==> config.mk <==
export PLATFORM = sky130hd
export DESIGN_NAME = axil_slave_wr_regs_flat
export DESIGN_NICKNAME = d
export VERILOG_FILES = /design/src/rtl/axi_lite_pkg.sv /design/src/rtl/axil_slave_wr_regs_if.sv /design/src/rtl/axil_regfile_bytewr.sv /design/src/rtl/axil_slave_wr_regs.sv /design/src/flat_wrapper.sv
export SDC_FILE = /design/constraint.sdc
export NUM_CORES = 1
export LEC_CHECK = 0
export ABC_AREA = 1
export CORE_AREA = 2 2 228 230
export DETAILED_ROUTE_END_ITERATION = 16
export DIE_AREA = 0 0 230 232
export DONT_BUFFER_PORTS = 1
export GPL_TIMING_DRIVEN = 0
export PLACE_DENSITY_LB_ADDON = 0.05
export SYNTH_ARGS = -nofsm -noshare
export SYNTH_HDL_FRONTEND = slang
export SYNTH_SLANG_ARGS = --single-unit
==> constraint.sdc <==
create_clock -name i_clk -period 5.66 [get_ports i_clk]
set_input_delay 1.132 -clock i_clk [delete_from_list [all_inputs] [get_ports i_clk]]
set_output_delay 1.132 -clock i_clk [all_outputs]
set_load 0.02 [all_outputs]
==> src/rtl/axi_lite_pkg.sv <==
// Shared AXI-Lite definitions: bus widths, response codes and a byte-strobe merge helper.
package axi_lite_pkg;

    localparam int AXI_ADDR_W = 32;
    localparam int AXI_DATA_W = 32;
    localparam int AXI_STRB_W = AXI_DATA_W / 8;

    localparam logic [1:0] RESP_OKAY   = 2'b00;
    localparam logic [1:0] RESP_EXOKAY = 2'b01;
    localparam logic [1:0] RESP_SLVERR = 2'b10;
    localparam logic [1:0] RESP_DECERR = 2'b11;

    // Replace only the bytes of cur whose strobe bit is set.
    function automatic logic [AXI_DATA_W-1:0] strb_merge(
        input logic [AXI_DATA_W-1:0] cur,
        input logic [AXI_DATA_W-1:0] wdata,
        input logic [AXI_STRB_W-1:0] strb
    );
        logic [AXI_DATA_W-1:0] res;
        res = cur;
        for (int b = 0; b < AXI_STRB_W; b++) begin
            if (strb[b]) begin
                res[8*b +: 8] = wdata[8*b +: 8];
            end
        end
        return res;
    endfunction

endpackage

==> src/rtl/axil_slave_wr_regs_if.sv <==
// AXI-Lite write channels (AW, W, B) bundled with master and slave views.
interface axil_slave_wr_regs_if;
    import axi_lite_pkg::*;

    logic                  awvalid;
    logic                  awready;
    logic [AXI_ADDR_W-1:0] awaddr;
    logic                  wvalid;
    logic                  wready;
    logic [AXI_DATA_W-1:0] wdata;
    logic [AXI_STRB_W-1:0] wstrb;
    logic                  bvalid;
    logic                  bready;
    logic [1:0]            bresp;

    modport master (
        output awvalid, awaddr, wvalid, wdata, wstrb, bready,
        input  awready, wready, bvalid, bresp
    );

    modport slave (
        input  awvalid, awaddr, wvalid, wdata, wstrb, bready,
        output awready, wready, bvalid, bresp
    );

endinterface

==> src/rtl/axil_regfile_bytewr.sv <==
// NUM_REGS x 32-bit register array with indexed byte-strobed writes and a flat read-out.
module axil_regfile_bytewr
    import axi_lite_pkg::*;
#(
    parameter int NUM_REGS = 16
) (
    input  logic                           i_clk,
    input  logic                           i_resetn,
    input  logic                           we_i,
    input  logic [$clog2(NUM_REGS)-1:0]    idx_i,
    input  logic [AXI_DATA_W-1:0]          data_i,
    input  logic [AXI_STRB_W-1:0]          strb_i,
    output logic [NUM_REGS*AXI_DATA_W-1:0] regs_o
);

    logic [AXI_DATA_W-1:0] regs_q [NUM_REGS];

    always_ff @(posedge i_clk) begin
        if (!i_resetn) begin
            for (int k = 0; k < NUM_REGS; k++) begin
                regs_q[k] <= '0;
            end
        end else if (we_i) begin
            regs_q[idx_i] <= strb_merge(regs_q[idx_i], data_i, strb_i);
        end
    end

    for (genvar k = 0; k < NUM_REGS; k++) begin : g_flat
        assign regs_o[k*AXI_DATA_W +: AXI_DATA_W] = regs_q[k];
    end

endmodule

==> src/rtl/axil_slave_wr_regs.sv <==
// AXI-Lite write responder: independent AW/W holding slots, address decode, B response
// and commit into a byte-strobed register file exported flat.
module axil_slave_wr_regs
    import axi_lite_pkg::*;
#(
    parameter int          NUM_REGS  = 16,
    parameter logic [31:0] BASE_ADDR = 32'h0000_0000
) (
    input  logic                           i_clk,
    input  logic                           i_resetn,
    axil_slave_wr_regs_if.slave            s_axi,
    output logic [NUM_REGS*AXI_DATA_W-1:0] o_regs,
    output logic                           o_wr_pulse,
    output logic [$clog2(NUM_REGS)-1:0]    o_wr_idx
);

    localparam int              IDX_W = $clog2(NUM_REGS);
    localparam logic [AXI_ADDR_W-1:0] SPAN = AXI_ADDR_W'(NUM_REGS * 4);

    logic                  aw_full_q, aw_full_d;
    logic                  w_full_q, w_full_d;
    logic                  bvalid_q, bvalid_d;
    logic [1:0]            bresp_q, bresp_d;
    logic                  wr_pulse_q, wr_pulse_d;
    logic [IDX_W-1:0]      wr_idx_q, wr_idx_d;

    logic [AXI_ADDR_W-1:0] addr_q;
    logic [AXI_DATA_W-1:0] wdata_q;
    logic [AXI_STRB_W-1:0] wstrb_q;

    logic                  aw_hs;
    logic                  w_hs;
    logic                  commit;
    logic                  addr_ok;
    logic [AXI_ADDR_W-1:0] offset;
    logic [IDX_W-1:0]      dec_idx;

    assign s_axi.awready = !aw_full_q;
    assign s_axi.wready  = !w_full_q;
    assign s_axi.bvalid  = bvalid_q;
    assign s_axi.bresp   = bresp_q;
    assign o_wr_pulse    = wr_pulse_q;
    assign o_wr_idx      = wr_idx_q;

    assign aw_hs = s_axi.awvalid && !aw_full_q;
    assign w_hs  = s_axi.wvalid && !w_full_q;

    // Offset arithmetic wraps, so addresses below BASE_ADDR land far out of range.
    assign offset  = addr_q - BASE_ADDR;
    assign addr_ok = (addr_q[1:0] == 2'b00) && (offset < SPAN);
    assign dec_idx = offset[IDX_W+1:2];

    // A held pair may commit only once the B slot is free or being drained this edge.
    assign commit = aw_full_q && w_full_q && (!bvalid_q || s_axi.bready);

    always_comb begin
        aw_full_d  = aw_full_q;
        w_full_d   = w_full_q;
        bvalid_d   = bvalid_q;
        bresp_d    = bresp_q;
        wr_pulse_d = 1'b0;
        wr_idx_d   = wr_idx_q;

        if (bvalid_q && s_axi.bready) begin
            bvalid_d = 1'b0;
        end

        if (commit) begin
            aw_full_d  = 1'b0;
            w_full_d   = 1'b0;
            bvalid_d   = 1'b1;
            bresp_d    = addr_ok ? RESP_OKAY : RESP_SLVERR;
            wr_pulse_d = addr_ok;
            if (addr_ok) begin
                wr_idx_d = dec_idx;
            end
        end

        if (aw_hs) begin
            aw_full_d = 1'b1;
        end
        if (w_hs) begin
            w_full_d = 1'b1;
        end
    end

    always_ff @(posedge i_clk) begin
        if (!i_resetn) begin
            aw_full_q  <= 1'b0;
            w_full_q   <= 1'b0;
            bvalid_q   <= 1'b0;
            bresp_q    <= RESP_OKAY;
            wr_pulse_q <= 1'b0;
            wr_idx_q   <= '0;
        end else begin
            aw_full_q  <= aw_full_d;
            w_full_q   <= w_full_d;
            bvalid_q   <= bvalid_d;
            bresp_q    <= bresp_d;
            wr_pulse_q <= wr_pulse_d;
            wr_idx_q   <= wr_idx_d;
        end
    end

    // Payload slots carry no reset; the full flags alone say whether they hold anything.
    always_ff @(posedge i_clk) begin
        if (aw_hs) begin
            addr_q <= s_axi.awaddr;
        end
        if (w_hs) begin
            wdata_q <= s_axi.wdata;
            wstrb_q <= s_axi.wstrb;
        end
    end

    axil_regfile_bytewr #(
        .NUM_REGS (NUM_REGS)
    ) u_regfile (
        .i_clk    (i_clk),
        .i_resetn (i_resetn),
        .we_i     (commit && addr_ok),
        .idx_i    (dec_idx),
        .data_i   (wdata_q),
        .strb_i   (wstrb_q),
        .regs_o   (o_regs)
    );

endmodule

==> src/flat_wrapper.sv <==
// flat-port wrapper written by rule: the top's interface ports become plain ports
module axil_slave_wr_regs_flat import axi_lite_pkg::*;
#(
    parameter int          NUM_REGS  = 16,
    parameter logic [31:0] BASE_ADDR = 32'h0000_0000
)
  (i_clk, i_resetn, o_regs, o_wr_pulse, o_wr_idx, s_axi_awvalid, s_axi_awaddr, s_axi_wvalid, s_axi_wdata, s_axi_wstrb, s_axi_bready, s_axi_awready, s_axi_wready, s_axi_bvalid, s_axi_bresp);
  axil_slave_wr_regs_if s_axi_i ();
  input  logic i_clk;
  input  logic i_resetn;
  output logic [NUM_REGS*AXI_DATA_W-1:0] o_regs;
  output logic o_wr_pulse;
  output logic [$clog2(NUM_REGS)-1:0] o_wr_idx;
  input wire logic [$bits(s_axi_i.awvalid)-1:0] s_axi_awvalid;
  input wire logic [$bits(s_axi_i.awaddr)-1:0] s_axi_awaddr;
  input wire logic [$bits(s_axi_i.wvalid)-1:0] s_axi_wvalid;
  input wire logic [$bits(s_axi_i.wdata)-1:0] s_axi_wdata;
  input wire logic [$bits(s_axi_i.wstrb)-1:0] s_axi_wstrb;
  input wire logic [$bits(s_axi_i.bready)-1:0] s_axi_bready;
  output wire logic [$bits(s_axi_i.awready)-1:0] s_axi_awready;
  output wire logic [$bits(s_axi_i.wready)-1:0] s_axi_wready;
  output wire logic [$bits(s_axi_i.bvalid)-1:0] s_axi_bvalid;
  output wire logic [$bits(s_axi_i.bresp)-1:0] s_axi_bresp;
  assign s_axi_i.awvalid = s_axi_awvalid;
  assign s_axi_i.awaddr = s_axi_awaddr;
  assign s_axi_i.wvalid = s_axi_wvalid;
  assign s_axi_i.wdata = s_axi_wdata;
  assign s_axi_i.wstrb = s_axi_wstrb;
  assign s_axi_i.bready = s_axi_bready;
  assign s_axi_awready = s_axi_i.awready;
  assign s_axi_wready = s_axi_i.wready;
  assign s_axi_bvalid = s_axi_i.bvalid;
  assign s_axi_bresp = s_axi_i.bresp;
  axil_slave_wr_regs #(.NUM_REGS(NUM_REGS), .BASE_ADDR(BASE_ADDR)) u_core (.i_clk(i_clk), .i_resetn(i_resetn), .s_axi(s_axi_i), .o_regs(o_regs), .o_wr_pulse(o_wr_pulse), .o_wr_idx(o_wr_idx));
endmodule
Word level (Yosys, flattened, before mapping)
Memory sizes are Yosys's and may differ from the RTL's.
Cells that the tools add are included.
{"block": "totals", "regBits": 78, "mem_count": 1, "elab_cells": 62, "ram_bits": 512, "inputBits": 73, "latch_bits": 0, "output_inout_bits": 522, "rom_bits": 0}
{"name": "u_core.u_regfile.regs_q", "words": 16, "width": 32, "rd": 16, "rd_ports_with_merged_regs": 0, "write_ports": 16, "line": "axil_regfile_bytewr.sv:16", "source": "logic [AXI_DATA_W-1:0] regs_q [NUM_REGS];"}
{"block": "op_classes", "n_addsub": 0, "magnitude_cmp": 1, "n_reduce_logical": 22, "n_div": 0, "mul": 0, "shifts": 0, "n_eq_ne": 4, "bitwise_logic": 0, "n_mux": 25}
{"operator": "8-bit 2-to-1 mux", "n": 12}
{"operator": "32-bit by 7-bit < comparator with 1-bit output (second input constant)", "n": 1}
{"operator": "32-bit 2-to-1 mux", "n": 1}
{"operator": "32-bit OR reduction", "n": 1}
{"operator": "3-bit != test (second input constant)", "n": 4}
{"operator": "2-bit AND reduction", "n": 6}
{"operator": "1-bit 2-to-1 mux", "n": 9}
{"operator": "4-bit 2-to-1 mux", "n": 2}
{"operator": "1-bit logical AND", "n": 7}
{"operator": "2-bit nonzero test", "n": 3}
{"operator": "1-bit zero test", "n": 3}
{"operator": "2-bit zero test", "n": 1}
{"operator": "2-bit 2-to-1 mux", "n": 1}
{"operator": "1-bit logical OR", "n": 1}

Longest topological paths before layout
{"block": "depth", "word_depth": 10, "ltp_mapped": 10, "depth_no_buf": 9}

Hierarchy
Synthesis repeated with hierarchy kept, for this count alone.
{"block": "hier_totals", "hier_cells": 1432, "hier_area_um2": 21410.5}
{"mod": "axil_regfile_bytewr", "seq_area_each_um2": 15374.7, "cells_each": 1275, "area_each_um2": 18814.3, "instances": 1}
{"mod": "axil_slave_wr_regs", "seq_area_each_um2": 2222.1, "cells_each": 157, "area_each_um2": 2596.2, "instances": 1}

Worst setup path after synthesis
No wires, ideal clock.
{"block": "synth_timing", "path_kind": "in2reg", "from": "input s_axi_wvalid", "to": "register u_core.wdata_q[0] (enable)", "t_required_ns": 5.230, "slack_ns": 2.528, "path_stages": 2, "arrival_ns": 2.702, "path_buffers": 0, "setup_ns": 0.430, "cell_sequence": "inv_1 -> nor2_1"}
{"block": "synth_via", "elab_chain_len": 1}
{"item": "from (decl)", "line": "flat_wrapper.sv:16", "source": "input wire logic [$bits(s_axi_i.wvalid)-1:0] s_axi_wvalid;"}
{"item": "1-bit logical AND", "line": "axil_slave_wr_regs.sv:46", "source": "assign w_hs = s_axi.wvalid && !w_full_q;"}
{"item": "to (signal assigned)", "line": "axil_slave_wr_regs.sv:111", "source": "wdata_q <= s_axi.wdata;"}
{"item": "to (decl)", "line": "axil_slave_wr_regs.sv:28", "source": "logic [AXI_DATA_W-1:0] wdata_q;"}
Every way passes these cells.
A chain may end at the register's enable or synchronous reset.

==> key figures <==
Run status
  – Status: completed

CTS
  – Clk slew on worst S/H paths: 0.06 ns
  – H-tree level count: 2
  – TritonCTS clock tree: yes
  – Root buffer cell: clkbuf_16
  – CTS Buf Count: 58
  – Hold Buf Count CTS: 0
  – Clk_lat worst skew: 0.61 ns
  – Postcts setup bufs: 0
  – Post-CTS Resized: 0
  – Max Root-Sink Buffers: 3
  – Clock tree sinks: 589

Cells and area
  – Reg area: 17600 um2
  – Most common cell after layout, fill and taps aside: edfxtp_1
  – Syn-to-layout area delta: 12.16%
  – Most frequent cells in the layout: edfxtp_1 (580), nor2_1 (306), nor2_2 (241)
  – Layout fillers: 4381
  – Nets: 1547
  – Layout cells sized above 1: 27.22%
  – Area of the multi-input gates: 4329 um2

Placement
  – Hpwl dp: 48030 um
  – # port buffers: 0
  – Placer Congestion: 0.8172

GRT
  – All-Layer GR Usage: 24.58%
  – Largest net degree at the start of global routing: 33
  – Number of global-route vias before repair: 11470
  – Grt total ovfl: 0
  – First-pass GRT wire length: 91310 um
  – Initial antenna violation count: 9

STA
  – Unrepaired setup endpoints after global routing: false
  – Final Setup Violations: 0
  – Achievable Freq: 278.8 MHz
  – Worst Tran Pin Value: 1.301 ns
  – Worst relative slew slack: 13.24%
  – Slew Limit Fails: 0
  – Layout Skew: 0.01448 ns
  – Final hold vios: 0
  – Worst Hold Slack: 0.5610 ns
  – Final TNS setup: 0 ns
  – Min cycle time layout: 3.587 ns
  – Final period util: 63.37%

Power
  – Total power: 9.292 mW
  – Pwr Density: 369.2 nW/um2
  – Maximum vdd drop: 0.2537 mV
  – Leak pwr: 9.061 nW

Routing
  – DRT Wirelength: 66500 um
  – Vias per cell: 5.211
  – Pre-Repair DR Iteration Count: 5
  – DR WL/cell: 30.17 um
  – DRT iter0 DRCs: 772
  – Vias: 11490
  – ANT nets after route: 0
  – # DRC: 0

Floorplanning
  – Die Area: 53360 um2
  – Die H: 232 um
  – Core ar.: 50890 um2
  – Row count: 83
  – Starting density of the core: 44.09%
  – Die width: 230 um
  – Top Ports: 595

Logic synthesis
  – Syn Area/Cell: 15.88 um2
  – Number of synthesized register bits: 589
  – Post-Syn Nets: 1486
  – Synthesized cell area: 22440 um2
  – Main area contributors after synthesis: edfxtp_1 (78%), nor2_2 (6.7%), nor2_1 (5.2%)
  – Post-synthesis cell type with the largest combined area: edfxtp_1
  – Share of the yosys chip area belonging to registers: 78.43%
  – Yosys warns: 0
  – Post-synthesis cell count: 1413
  – Post-synth top area share: 77.63%
  – Distinct cells, synth: 21

Hold path
  – Hold crit path type: reg2reg

Critical path
  – Worst Setup End Kind: flip-flop
  – Crit path arrival time: 3.81 ns
  – Critical path startpoint category: input pin
  – Req. time, crit path: 5.88 ns
  – CP Class: in2reg
  – Largest fanout on the critical path: 10

Job
  – Max-Cap Viols: 0
stage by stage:
stage	area, um2	util (%)	std cells	setup WS [ns]
after floorplan	22440	-	1413	2.528
after global placement	23290	45.76	2093	1.146
after CTS	25160	49.44	2201	2.056
final	25160	49.45	2204	2.073
after detailed placement	23320	45.83	2094	1.402
after global routing	25160	49.45	2204	1.987
critical path, stage by stage:
cell	delay [ns]
buf_2	0.11
buf_2	0.27
clkbuf_1	0.71
clkbuf_1	1.02
nand2_1	0.54
power by group:
group / switching, mW / internal (mW) / leakage, nW
clock network: 1.61 / 2.14 / 0.900
registers: 0.278 / 4.96 / 5.98
logic: 0.283 / 0.0275 / 2.18
area by class of cell:
type                       count  area share, %
clock buffer                  80          6.469
timing repair buffer           1        0.07955
multi-input combinational    717          17.20
clock inverter                27         0.8204
inverter                      44         0.6563
sequential                   589          69.93
buffer                        63          1.432
antenna                        3        0.02983
tap                          680          3.381
registers in the layout, indices dropped and copies added (netlist names):
signal,cells
u_core.w_full_q,1
u_core.u_regfile.regs_q,512
u_core.s_axi.bvalid,1
u_core.o_wr_pulse,1
u_core.o_wr_idx,4
u_core.wstrb_q,4
u_core.aw_full_q,1
u_core.addr_q,32
u_core.wdata_q,32
u_core.s_axi.bresp,1
logic make-up (layout without fill, tap and decap cells):
family                 Yosys count  after routing  share of synthesized area (%)
AND/OR/NAND/NOR                712            712                          19.11
flip-flops                     589            589                          78.43
buffers and inverters          107            215                          2.342
AO/OA/AOI/OAI                    4              4                         0.1004
other                            1              4                        0.01671
synthesized netlist by cell type (all sizes together):
master,count
nor3,1
o21a,1
dfxtp,9
a21oi,3
edfxtp,580
nor2,550
nand2,97
clkbuf,37
nand4,64
inv,44
conb,1
buf,26
routing by layer:
layer	global-route usage (%)	up-vias	wire, um
met1	29.77	5830	25300
li1	-	5067	-
met3	9.136	106	5910
met2	40.95	470	33200
met5	0	-	82
met4	7.742	12	1999
path summary, 6_finish.rpt:
kind | end | start | depth (start not counted) | slack, ns
min reg2reg | u_core.o_wr_idx[3] | u_core.addr_q[5] | 2 | 0.56
max reg2reg | u_core.u_regfile.regs_q[6][25] | u_core.addr_q[5] | 5 | 2.91
min | u_core.o_wr_idx[3] | u_core.addr_q[5] | 2 | 0.56
max | u_core.u_regfile.regs_q[0][5] | i_resetn | 5 | 2.07
(Power assumes the default switching activity.)
